==> config.mk <==
export PLATFORM = sky130hd
export DESIGN_NAME = block_mover_flat
export DESIGN_NICKNAME = d
export VERILOG_FILES = /design/src/rtl/block_mover_if.sv /design/src/rtl/block_mover.sv /design/src/flat_wrapper.sv
export SDC_FILE = /design/constraint.sdc
export NUM_CORES = 1
export LEC_CHECK = 0
export BUFFER_PORTS_ARGS = -buffer_cell sky130_fd_sc_hd__clkbuf_2
export CAP_MARGIN = 5
export CORE_ASPECT_RATIO = 1.25
export CORE_UTILIZATION = 25
export DETAILED_ROUTE_END_ITERATION = 16
export MAX_ROUTING_LAYER = met4
export PLACE_DENSITY = 0.57
export SETUP_SLACK_MARGIN = 0.3
export SLEW_MARGIN = 20
export SYNTH_ARGS = -nofsm -noshare
export SYNTH_HDL_FRONTEND = slang
export SYNTH_SLANG_ARGS = --single-unit
==> constraint.sdc <==
create_clock -name clk -period 5.1 [get_ports clk]
set_clock_uncertainty 0.1 [all_clocks]
set_input_delay 1.02 -clock clk [delete_from_list [all_inputs] [get_ports clk]]
set_output_delay 1.02 -clock clk [all_outputs]
set_load 0.01 [all_outputs]
==> src/rtl/block_mover_if.sv <==
// block_mover_if: start request, memory port and block handshake bundle of block_mover
interface block_mover_if #(parameter int WORDS = 4, parameter int ADDR_W = 32);
  logic start;
  logic [ADDR_W-1:0] src_addr, dst_addr, mem_address;
  logic [31:0] mem_wrData, mem_rdData;
  logic mem_wr;
  logic [32*WORDS-1:0] blk_out, res_in;
  logic blk_valid, blk_ready, res_valid, res_ready, busy, done;
  modport slave (
    input start, src_addr, dst_addr, mem_rdData, blk_ready, res_in, res_valid,
    output mem_address, mem_wrData, mem_wr, blk_out, blk_valid, res_ready, busy, done
  );
  modport master (
    output start, src_addr, dst_addr, mem_rdData, blk_ready, res_in, res_valid,
    input mem_address, mem_wrData, mem_wr, blk_out, blk_valid, res_ready, busy, done
  );
endinterface

==> src/rtl/block_mover.sv <==
// block_mover: reads a word block from memory, hands it to a consumer and writes the result back
module block_mover #(
  parameter int WORDS = 4,
  parameter int ADDR_W = 32
) (
  input logic clk,
  input logic rst,
  block_mover_if.slave b
);
  localparam int IW = WORDS > 1 ? $clog2(WORDS) : 1;
  typedef enum logic [2:0] {IDLE, READ, PRESENT, WAIT_RES, WRITE, DONE} state_t;
  state_t state;
  logic [IW-1:0] idx;
  logic [ADDR_W-1:0] src, dst;
  logic [31:0] w [WORDS];
  logic last;
  assign last = idx == IW'(WORDS - 1);
  always_ff @(posedge clk or negedge rst)
    if (!rst) begin
      state <= IDLE;
      idx <= '0;
      src <= '0;
      dst <= '0;
      for (int i = 0; i < WORDS; i++) w[i] <= '0;
    end else
      case (state)
        IDLE: if (b.start) begin
          src <= b.src_addr;
          dst <= b.dst_addr;
          idx <= '0;
          state <= READ;
        end
        READ: begin
          w[idx] <= b.mem_rdData;
          idx <= last ? '0 : idx + 1'b1;
          if (last) state <= PRESENT;
        end
        PRESENT: if (b.blk_ready) state <= WAIT_RES;
        WAIT_RES: if (b.res_valid) begin
          for (int i = 0; i < WORDS; i++) w[i] <= b.res_in[32*(WORDS-1-i) +: 32];
          idx <= '0;
          state <= WRITE;
        end
        WRITE: begin
          idx <= last ? '0 : idx + 1'b1;
          if (last) state <= DONE;
        end
        default: state <= IDLE;
      endcase
  // every control output is a pure decode of state/idx, so handshake inputs never reach an output
  always_comb begin
    b.mem_address = state == READ ? src + ADDR_W'(idx) : state == WRITE ? dst + ADDR_W'(idx) : '0;
    b.mem_wrData = state == WRITE ? w[idx] : '0;
    b.mem_wr = state == WRITE;
    b.blk_valid = state == PRESENT;
    b.res_ready = state == WAIT_RES;
    b.busy = state != IDLE;
    b.done = state == DONE;
  end
  for (genvar g = 0; g < WORDS; g++) begin : g_blk
    assign b.blk_out[32*(WORDS-1-g) +: 32] = w[g];
  end
endmodule

==> src/flat_wrapper.sv <==
// flat-port wrapper written by rule: the top's interface ports become plain ports
module block_mover_flat 
#(
  parameter int WORDS = 4,
  parameter int ADDR_W = 32
)
  (clk, rst, b_start, b_src_addr, b_dst_addr, b_mem_rdData, b_blk_ready, b_res_in, b_res_valid, b_mem_address, b_mem_wrData, b_mem_wr, b_blk_out, b_blk_valid, b_res_ready, b_busy, b_done);
  block_mover_if #(.WORDS(WORDS), .ADDR_W(ADDR_W)) b_i ();
  input logic clk;
  input logic rst;
  input wire logic [$bits(b_i.start)-1:0] b_start;
  input wire logic [$bits(b_i.src_addr)-1:0] b_src_addr;
  input wire logic [$bits(b_i.dst_addr)-1:0] b_dst_addr;
  input wire logic [$bits(b_i.mem_rdData)-1:0] b_mem_rdData;
  input wire logic [$bits(b_i.blk_ready)-1:0] b_blk_ready;
  input wire logic [$bits(b_i.res_in)-1:0] b_res_in;
  input wire logic [$bits(b_i.res_valid)-1:0] b_res_valid;
  output wire logic [$bits(b_i.mem_address)-1:0] b_mem_address;
  output wire logic [$bits(b_i.mem_wrData)-1:0] b_mem_wrData;
  output wire logic [$bits(b_i.mem_wr)-1:0] b_mem_wr;
  output wire logic [$bits(b_i.blk_out)-1:0] b_blk_out;
  output wire logic [$bits(b_i.blk_valid)-1:0] b_blk_valid;
  output wire logic [$bits(b_i.res_ready)-1:0] b_res_ready;
  output wire logic [$bits(b_i.busy)-1:0] b_busy;
  output wire logic [$bits(b_i.done)-1:0] b_done;
  assign b_i.start = b_start;
  assign b_i.src_addr = b_src_addr;
  assign b_i.dst_addr = b_dst_addr;
  assign b_i.mem_rdData = b_mem_rdData;
  assign b_i.blk_ready = b_blk_ready;
  assign b_i.res_in = b_res_in;
  assign b_i.res_valid = b_res_valid;
  assign b_mem_address = b_i.mem_address;
  assign b_mem_wrData = b_i.mem_wrData;
  assign b_mem_wr = b_i.mem_wr;
  assign b_blk_out = b_i.blk_out;
  assign b_blk_valid = b_i.blk_valid;
  assign b_res_ready = b_i.res_ready;
  assign b_busy = b_i.busy;
  assign b_done = b_i.done;
  block_mover #(.WORDS(WORDS), .ADDR_W(ADDR_W)) u_core (.clk(clk), .rst(rst), .b(b_i));
endmodule
==> results of run 1 <==
[flip-flops by register name, indices dropped and copies added (netlist names)]
signal and flops:
u_core.src 32, u_core.state 3, u_core.idx 2, u_core.b.blk_out 128, u_core.dst 32
[synthesized netlist by cell type, types with 4 or more instances]
| master | instances |
|---|---|
| nor2b_1 | 8 |
| nor2_1 | 12 |
| and3_1 | 165 |
| o22ai_1 | 29 |
| xnor2_1 | 14 |
| clkbuf_1 | 73 |
| mux2_2 | 60 |
| buf_2 | 13 |
| o21ai_0 | 130 |
| o21ai_1 | 9 |
| nand3_1 | 29 |
| buf_1 | 7 |
| mux4_2 | 32 |
| nand4_1 | 20 |
| ha_1 | 8 |
| dfrtp_1 | 197 |
| buf_4 | 5 |
| inv_1 | 13 |
| a21oi_1 | 131 |
| xor2_1 | 45 |
| nand2_1 | 152 |
| and4_1 | 4 |
[worst max-delay path by stage]
stage                                            from           endpoint  cells after the start
after floorplan             u_core.idx[1]$_DFFE_PN0P_  b_mem_address[16]                      8
after global placement    u_core.state[2]$_DFFE_PN0P_  b_mem_address[31]                      4
after detailed placement  u_core.state[2]$_DFFE_PN0P_  b_mem_address[31]                      4
after CTS                 u_core.state[2]$_DFFE_PN0P_  b_mem_address[31]                      4
after global routing      u_core.state[2]$_DFFE_PN0P_  b_mem_address[31]                      4
final                     u_core.state[2]$_DFFE_PN0P_  b_mem_address[31]                      4
[kinds of logic (layout without fill, tap and decap cells)]
logic type      Yosys count  in the layout  share of synthesized area
other cells               0              4                          0
buf+inv                 112            492                     0.0409
xor+xnor                 59             59                     0.0457
fa+ha+maj                10             10                     0.0124
simple gates            417            417                      0.201
compound gates          304            304                      0.139
mux                      94             94                      0.125
flops                   197            197                      0.436
[layout make-up]
class                           instances  area (µm²)  area share
Multi-Input combinational cell        884        5980       0.410
Sequential cell                       197        4940       0.338
Tap cell                              572         716      0.0490
Antenna cell                            4        10.0    0.000686
Clock buffer                           22         474      0.0325
Clock inverter                         10        88.8     0.00609
Timing Repair Buffer                  447        2340       0.160
Inverter                               13        51.3     0.00352
[per-stage QoR]
stage / utilization / area [µm²] / total power, W / setup slack (ns)
2_1_floorplan: - / 11300 / 0.00566 / 1.41
3_3_place_gp: 0.316 / 14000 / 0.00757 / 1.40
3_5_place_dp: 0.316 / 14000 / 0.00766 / 1.42
4_1_cts: 0.328 / 14600 / 0.00903 / 0.896
5_1_grt: 0.329 / 14600 / 0.00960 / 0.761
6_report: 0.329 / 14600 / 0.00895 / 0.963
[where the power goes]
| group | switching [W] | total [W] | internal [W] |
|---|---|---|---|
| logic | 0.00263 | 0.00449 | 0.00186 |
| clock network | 0.000670 | 0.00135 | 0.000677 |
| registers | 0.000824 | 0.00311 | 0.00228 |
| total | 0.00412 | 0.00895 | 0.00482 |
[critical path, delay by kind of cell (launching register included)]
kind	cells	cell delay (ns)
buffers and inverters	1	0.16
DFF	1	0.96
AOI/OAI and AO/OA	1	0.10
and+or+nand+nor	2	1.32
[per-layer routing]
metal,part of all wire,track usage,vias up
li1,-,-,5021
met1,0.41,0.232,5193
met2,0.51,0.323,455
met3,0.065,0.0409,59
met4,0.022,0.0651,0
met5,0,-,-
==> flow_summary.toml, run 1 <==
[status]
run_status = "completed"

[global_route]
grt_pass1_vias = 10599
grt_remaining_overflow = 0
grt_start_max_net_pins = 129
track_usage = 0.194
grt_pass1_wl_um = 65000
antenna_found_initial = 4

[floorplanning]
coreArea_um2 = 44300
placementRows = 86
die_w_um = 192
io_pins = 426
die_area_um2 = 46100
initial_core_util = 0.255
die_h_um = 240

[timing]
tightest_slew_ns = 1.05
relSlewSlack = 0.303
setup_viol = 0
hold_viol = 0
fmax_mhz = 242
min_period_over_period = 0.811
whs_ns = 0.413
finalMaxSlewViolations = 0
rsz0062_at_grt = "no"
final.min_clock_period_ns = 4.14
setup_tns_ns = 0

[worst_setup_path]
worstPathArrival_ns = 3.02
crit_chain = "nand2_1 > or4_1 > o211ai_1 > clkbuf_2"
critPathRequiredTime_ns = 3.98
r2r_cells = 8
slowest_delay_ns = 0.96
rrSetupSlack_ns = 1.73
cp-end-kind = "primary output"
path_class = "flop to primary output"
reg2reg_to = "u_core.b.blk_out[57]$_DFFE_PN0P_"
cp_max_fo = 42
timing.rr.start = "u_core.idx[0]$_DFFE_PN0P_"
start_kind = "flop"
worst_path_max_delay_cell = "dfrtp_2"

[cts]
clk_pin_slew_ns = 0.07
cts.sinks = 197
worstSkewPairLatency_ns = 0.45
cts_tree = "yes"
post_cts_resized = 0
cts_buffers = 17
cts_buffer_depth = 2
cts_hold_buf = 0
root_buffer = "clkbuf_16"
htree_levels = 4
post-cts-setup-buffers = 0

[drt]
wl_per_cell_um = 20.4
via_per_inst = 4.99
first_pass_iters = 5
routed_wl_um = 43900
drc = 0
drt-initial-drc-count = 618
ant_nets = 0
via_count = 10728

[cells_and_area]
areaGrowthSynthToFinish_pct = 29.0
final_cell_mix = "424 x clkbuf_2, 194 x dfrtp_1, 165 x and3_1, 151 x nand2_1, 131 x a21oi_1"
fill_cells = 4639
stdcell_count = 2149
nNetsFinal = 1799
layout-drive-gt1-share = 0.377
mostFrequentLayoutCell = "clkbuf_2"

[job]
max_cap_viol_count = 0

[synthesis]
async_flop_share = 1.00
yosysSeqAreaShare = 0.436
yosysWarnings = 0
synth_edf_count = 0
synth.distinct_cells = 48
synth_top_area_frac = 0.436
ys.flop_type = "dfrtp_1"
netlist_instances = 1193
synth-seq-cells = 197
postSynthAreaPerCell_um2 = 9.48
yosys.area.top_type = "dfrtp_1"
synthTopCellsByArea = "dfrtp_1 44%, and3_1 9.1%, mux4_2 6.4%, mux2_2 6.0%, a21oi_1 5.8%"
syn_nets = 1432
syn-cell-area_um2 = 11300

[placement]
dp.cells = 2112
globalplace.congestion = 0.925
dp_hpwl_um = 31100
numPortBuffers = 425

[min_path]
hold_class = "flop to flop"
hold_start = "u_core.b.blk_out[0]$_DFFE_PN0P_"
holdPathStages = 2
min_to = "u_core.b.blk_out[0]$_DFFE_PN0P_"

[power]
irDropWorstVdd_mv = 0.333
powerDensity_nw_per_um2 = 613
static-leakage-power_nw = 7.17
(Power assumes the default switching activity.)
==> run 2, diff against run 1 <==
--- a/config.mk
+++ b/config.mk
@@ -5,6 +5,7 @@
 export SDC_FILE = /design/constraint.sdc
 export NUM_CORES = 1
 export LEC_CHECK = 0
+export ABC_AREA = 1
 export BUFFER_PORTS_ARGS = -buffer_cell sky130_fd_sc_hd__clkbuf_2
 export CAP_MARGIN = 5
 export CORE_ASPECT_RATIO = 1.25
==> constraint.sdc (replaced) <==
create_clock -name clk -period 4 [get_ports clk]
set_clock_uncertainty 0.1 [all_clocks]
set_input_delay 0.8 -clock clk [delete_from_list [all_inputs] [get_ports clk]]
set_output_delay 0.8 -clock clk [all_outputs]
set_load 0.01 [all_outputs]
==> flow_summary.toml, run 2 <==
[status]
run_status = "completed"

[cts]
clk_pin_slew_ns = 0.08
worstSkewPairLatency_ns = 0.48
root_buffer = "clkbuf_16"
cts_buffer_depth = 2
htree_levels = 4
cts_tree = "yes"
cts_hold_buf = 0
cts_buffers = 17
cts.sinks = 197

[power]
total_power_w = 0.0121
irDropWorstVdd_mv = 0.345
powerDensity_nw_per_um2 = 765
static-leakage-power_nw = 7.98

[timing]
relSlewSlack = 0.307
setup_slack_ns = 0.447
hold_viol = 0
min_period_over_period = 0.888
fmax_mhz = 281
setup_tns_ns = 0
final.min_clock_period_ns = 3.55
setup_viol = 0
rsz0062_at_grt = "yes"
tightest_slew_ns = 1.04
finalMaxSlewViolations = 0

[drt]
via_per_inst = 5.00
drc = 0
drt-initial-drc-count = 922
first_pass_iters = 5
ant_nets = 0
routed_wl_um = 57200
via_count = 13871
wl_per_cell_um = 20.6

[synthesis]
synth-seq-cells = 197
synth_commonest_cells = "576 x nand2_1, 214 x o21ai_0, 197 x dfrtp_1"
postSynthAreaPerCell_um2 = 7.03
synth_edf_count = 0
synth_top_area_frac = 0.400
ys.flop_type = "dfrtp_1"
yosysMostFrequentCell = "nand2_1"
yosysWarnings = 0
synthTopCellsByArea = "dfrtp_1 40%, nand2_1 18%, o21ai_0 8.7%, o211ai_1 5.9%, a21oi_1 5.2%"
yosys.area.top_type = "dfrtp_1"
yosysSeqAreaShare = 0.400
synth.distinct_cells = 29
netlist_instances = 1754
syn_nets = 1993
async_flop_share = 1.00
syn-cell-area_um2 = 12300

[global_route]
grt_pass1_vias = 13868
grt_pass1_wl_um = 85000
antenna_found_initial = 4
grt_remaining_overflow = 0
grt_start_max_net_pins = 117
track_usage = 0.234

[floorplanning]
die_w_um = 201
die_area_um2 = 50300
initial_core_util = 0.254
die_h_um = 250
placementRows = 90
coreArea_um2 = 48500
io_pins = 426

[cells_and_area]
layout-drive-gt1-share = 0.261
final_cell_mix = "574 x nand2_1, 424 x clkbuf_2, 214 x o21ai_0, 195 x dfrtp_1, 129 x nor2_1"
finalCoreUtilization = 0.326
areaGrowthSynthToFinish_pct = 28.3
fill_cells = 5358
design_area_um2 = 15800
mostFrequentLayoutCell = "nand2_1"
nNetsFinal = 2353
largest_reg_flops = 128

[placement]
numPortBuffers = 425
globalplace.congestion = 0.996
preCtsSetupSlack_ns = 0.775
postPlaceCellArea_um2 = 15100
dp_hpwl_um = 42100

[min_path]
hold_class = "input pin to async pin"

[worst_setup_path]
timing.rr.start = "u_core.idx[0]$_DFFE_PN0P_"
crit_chain = "inv_1 > nand2_1 > clkinvlp_4 > buf_4 > o21ai_0 > o21ai_0 > clkbuf_2"
cp_common_cell = "o21ai_0"
worstPathArrival_ns = 2.65
r2r_cells = 7
critPathRequiredTime_ns = 3.10
start_kind = "flop"
startpoint = "u_core.state[1]$_DFFE_PN0P_"
cp-endpoint = "b_mem_address[11]"
slowest_delay_ns = 0.57
cp_max_fo = 14
rrSetupSlack_ns = 0.83
reg2reg_to = "u_core.b.blk_out[4]$_DFFE_PN0P_"
worst_path_max_delay_cell = "dfrtp_1"
cp-end-kind = "primary output"
path_class = "flop to primary output"

[job]
max_cap_viol_count = 0
run 2: cell count changes after synthesis, sizes merged, moves of 32 or more:
| cell | delta |
|---|---|
| inv | +106 |
| nand2 | +423 |
| nor2 | +125 |
| xor2 | -38 |
| o211ai | +95 |
| mux4 | -32 |
| and3 | -165 |
| o21a | +32 |
| o21ai | +76 |
run 2: kinds of logic (layout without fill, tap and decap cells):
family                     count (synthesis)  count (layout)  share of synthesized area
adders and majority gates                 10              10                     0.0114
DFF                                      197             197                      0.400
other                                      0               4                          0
muxes                                     39              39                     0.0356
xor gates and xnor gates                  10              10                    0.00710
AOI/OAI and AO/OA                        478             478                      0.222
and+or+nand+nor                          788             788                      0.251
buffers and inverters                    232             604                     0.0736
run 2: area by class of cell:
cell class	instances	area, µm²	area share
Antenna cell	4	10.0	0.000632
Clock buffer	19	453	0.0286
Clock inverter	12	181	0.0115
Inverter	120	458	0.0289
Multi-Input combinational cell	1325	6580	0.416
Sequential cell	197	4930	0.312
Tap cell	644	806	0.0509
Timing Repair Buffer	453	2410	0.152
run 2: worst min path at each step:
stage                     cells after the start                        startpoint                                to
after floorplan                               2       u_core.state[0]$_DFFE_PN0P_       u_core.state[0]$_DFFE_PN0P_
after global placement                        1         u_core.dst[0]$_DFFE_PN0P_         u_core.dst[0]$_DFFE_PN0P_
after detailed placement                      1  u_core.b.blk_out[27]$_DFFE_PN0P_  u_core.b.blk_out[27]$_DFFE_PN0P_
after CTS                                     1                               rst        u_core.src[15]$_DFFE_PN0P_
after global routing                          1                               rst        u_core.src[15]$_DFFE_PN0P_
final                                         1                               rst        u_core.src[15]$_DFFE_PN0P_
run 2: what timing repair did:
item,in CTS,in global routing
endpoints found under the setup margin,3,9
resized for setup,1,7
buffers inserted,2,0
run 2: per-stage QoR:
| step | instances | hold slack, ns |
|---|---|---|
| floorplan | 1754 | 0.375 |
| global placement | 2737 | 0.393 |
| detailed placement | 2737 | 0.400 |
| finish | 2774 | 0.196 |
| global route | 2774 | 0.236 |
| CTS | 2770 | 0.242 |
run 2: power by group:
part	switching, W	total, W	internal [W]
Sequential	0.000946	0.00380	0.00285
Combinational	0.00418	0.00635	0.00217
Clock	0.000928	0.00197	0.00104
Total	0.00606	0.0121	0.00606
run 2: worst max-delay path, delay by kind of cell, from the launching register on:
family / cells / cell delay, ns
simple gates: 1 / 0.29
flops: 1 / 0.57
compound gates: 2 / 0.23
buf+inv: 4 / 1.06
run 2: routing by layer:
layer | track usage | share of wire | vias up
met2 | 0.391 | 0.49 | 641
met3 | 0.0619 | 0.073 | 100
met4 | 0.0938 | 0.033 | 0
met1 | 0.265 | 0.40 | 6612
met5 | - | 0 | -
li1 | - | - | 6518
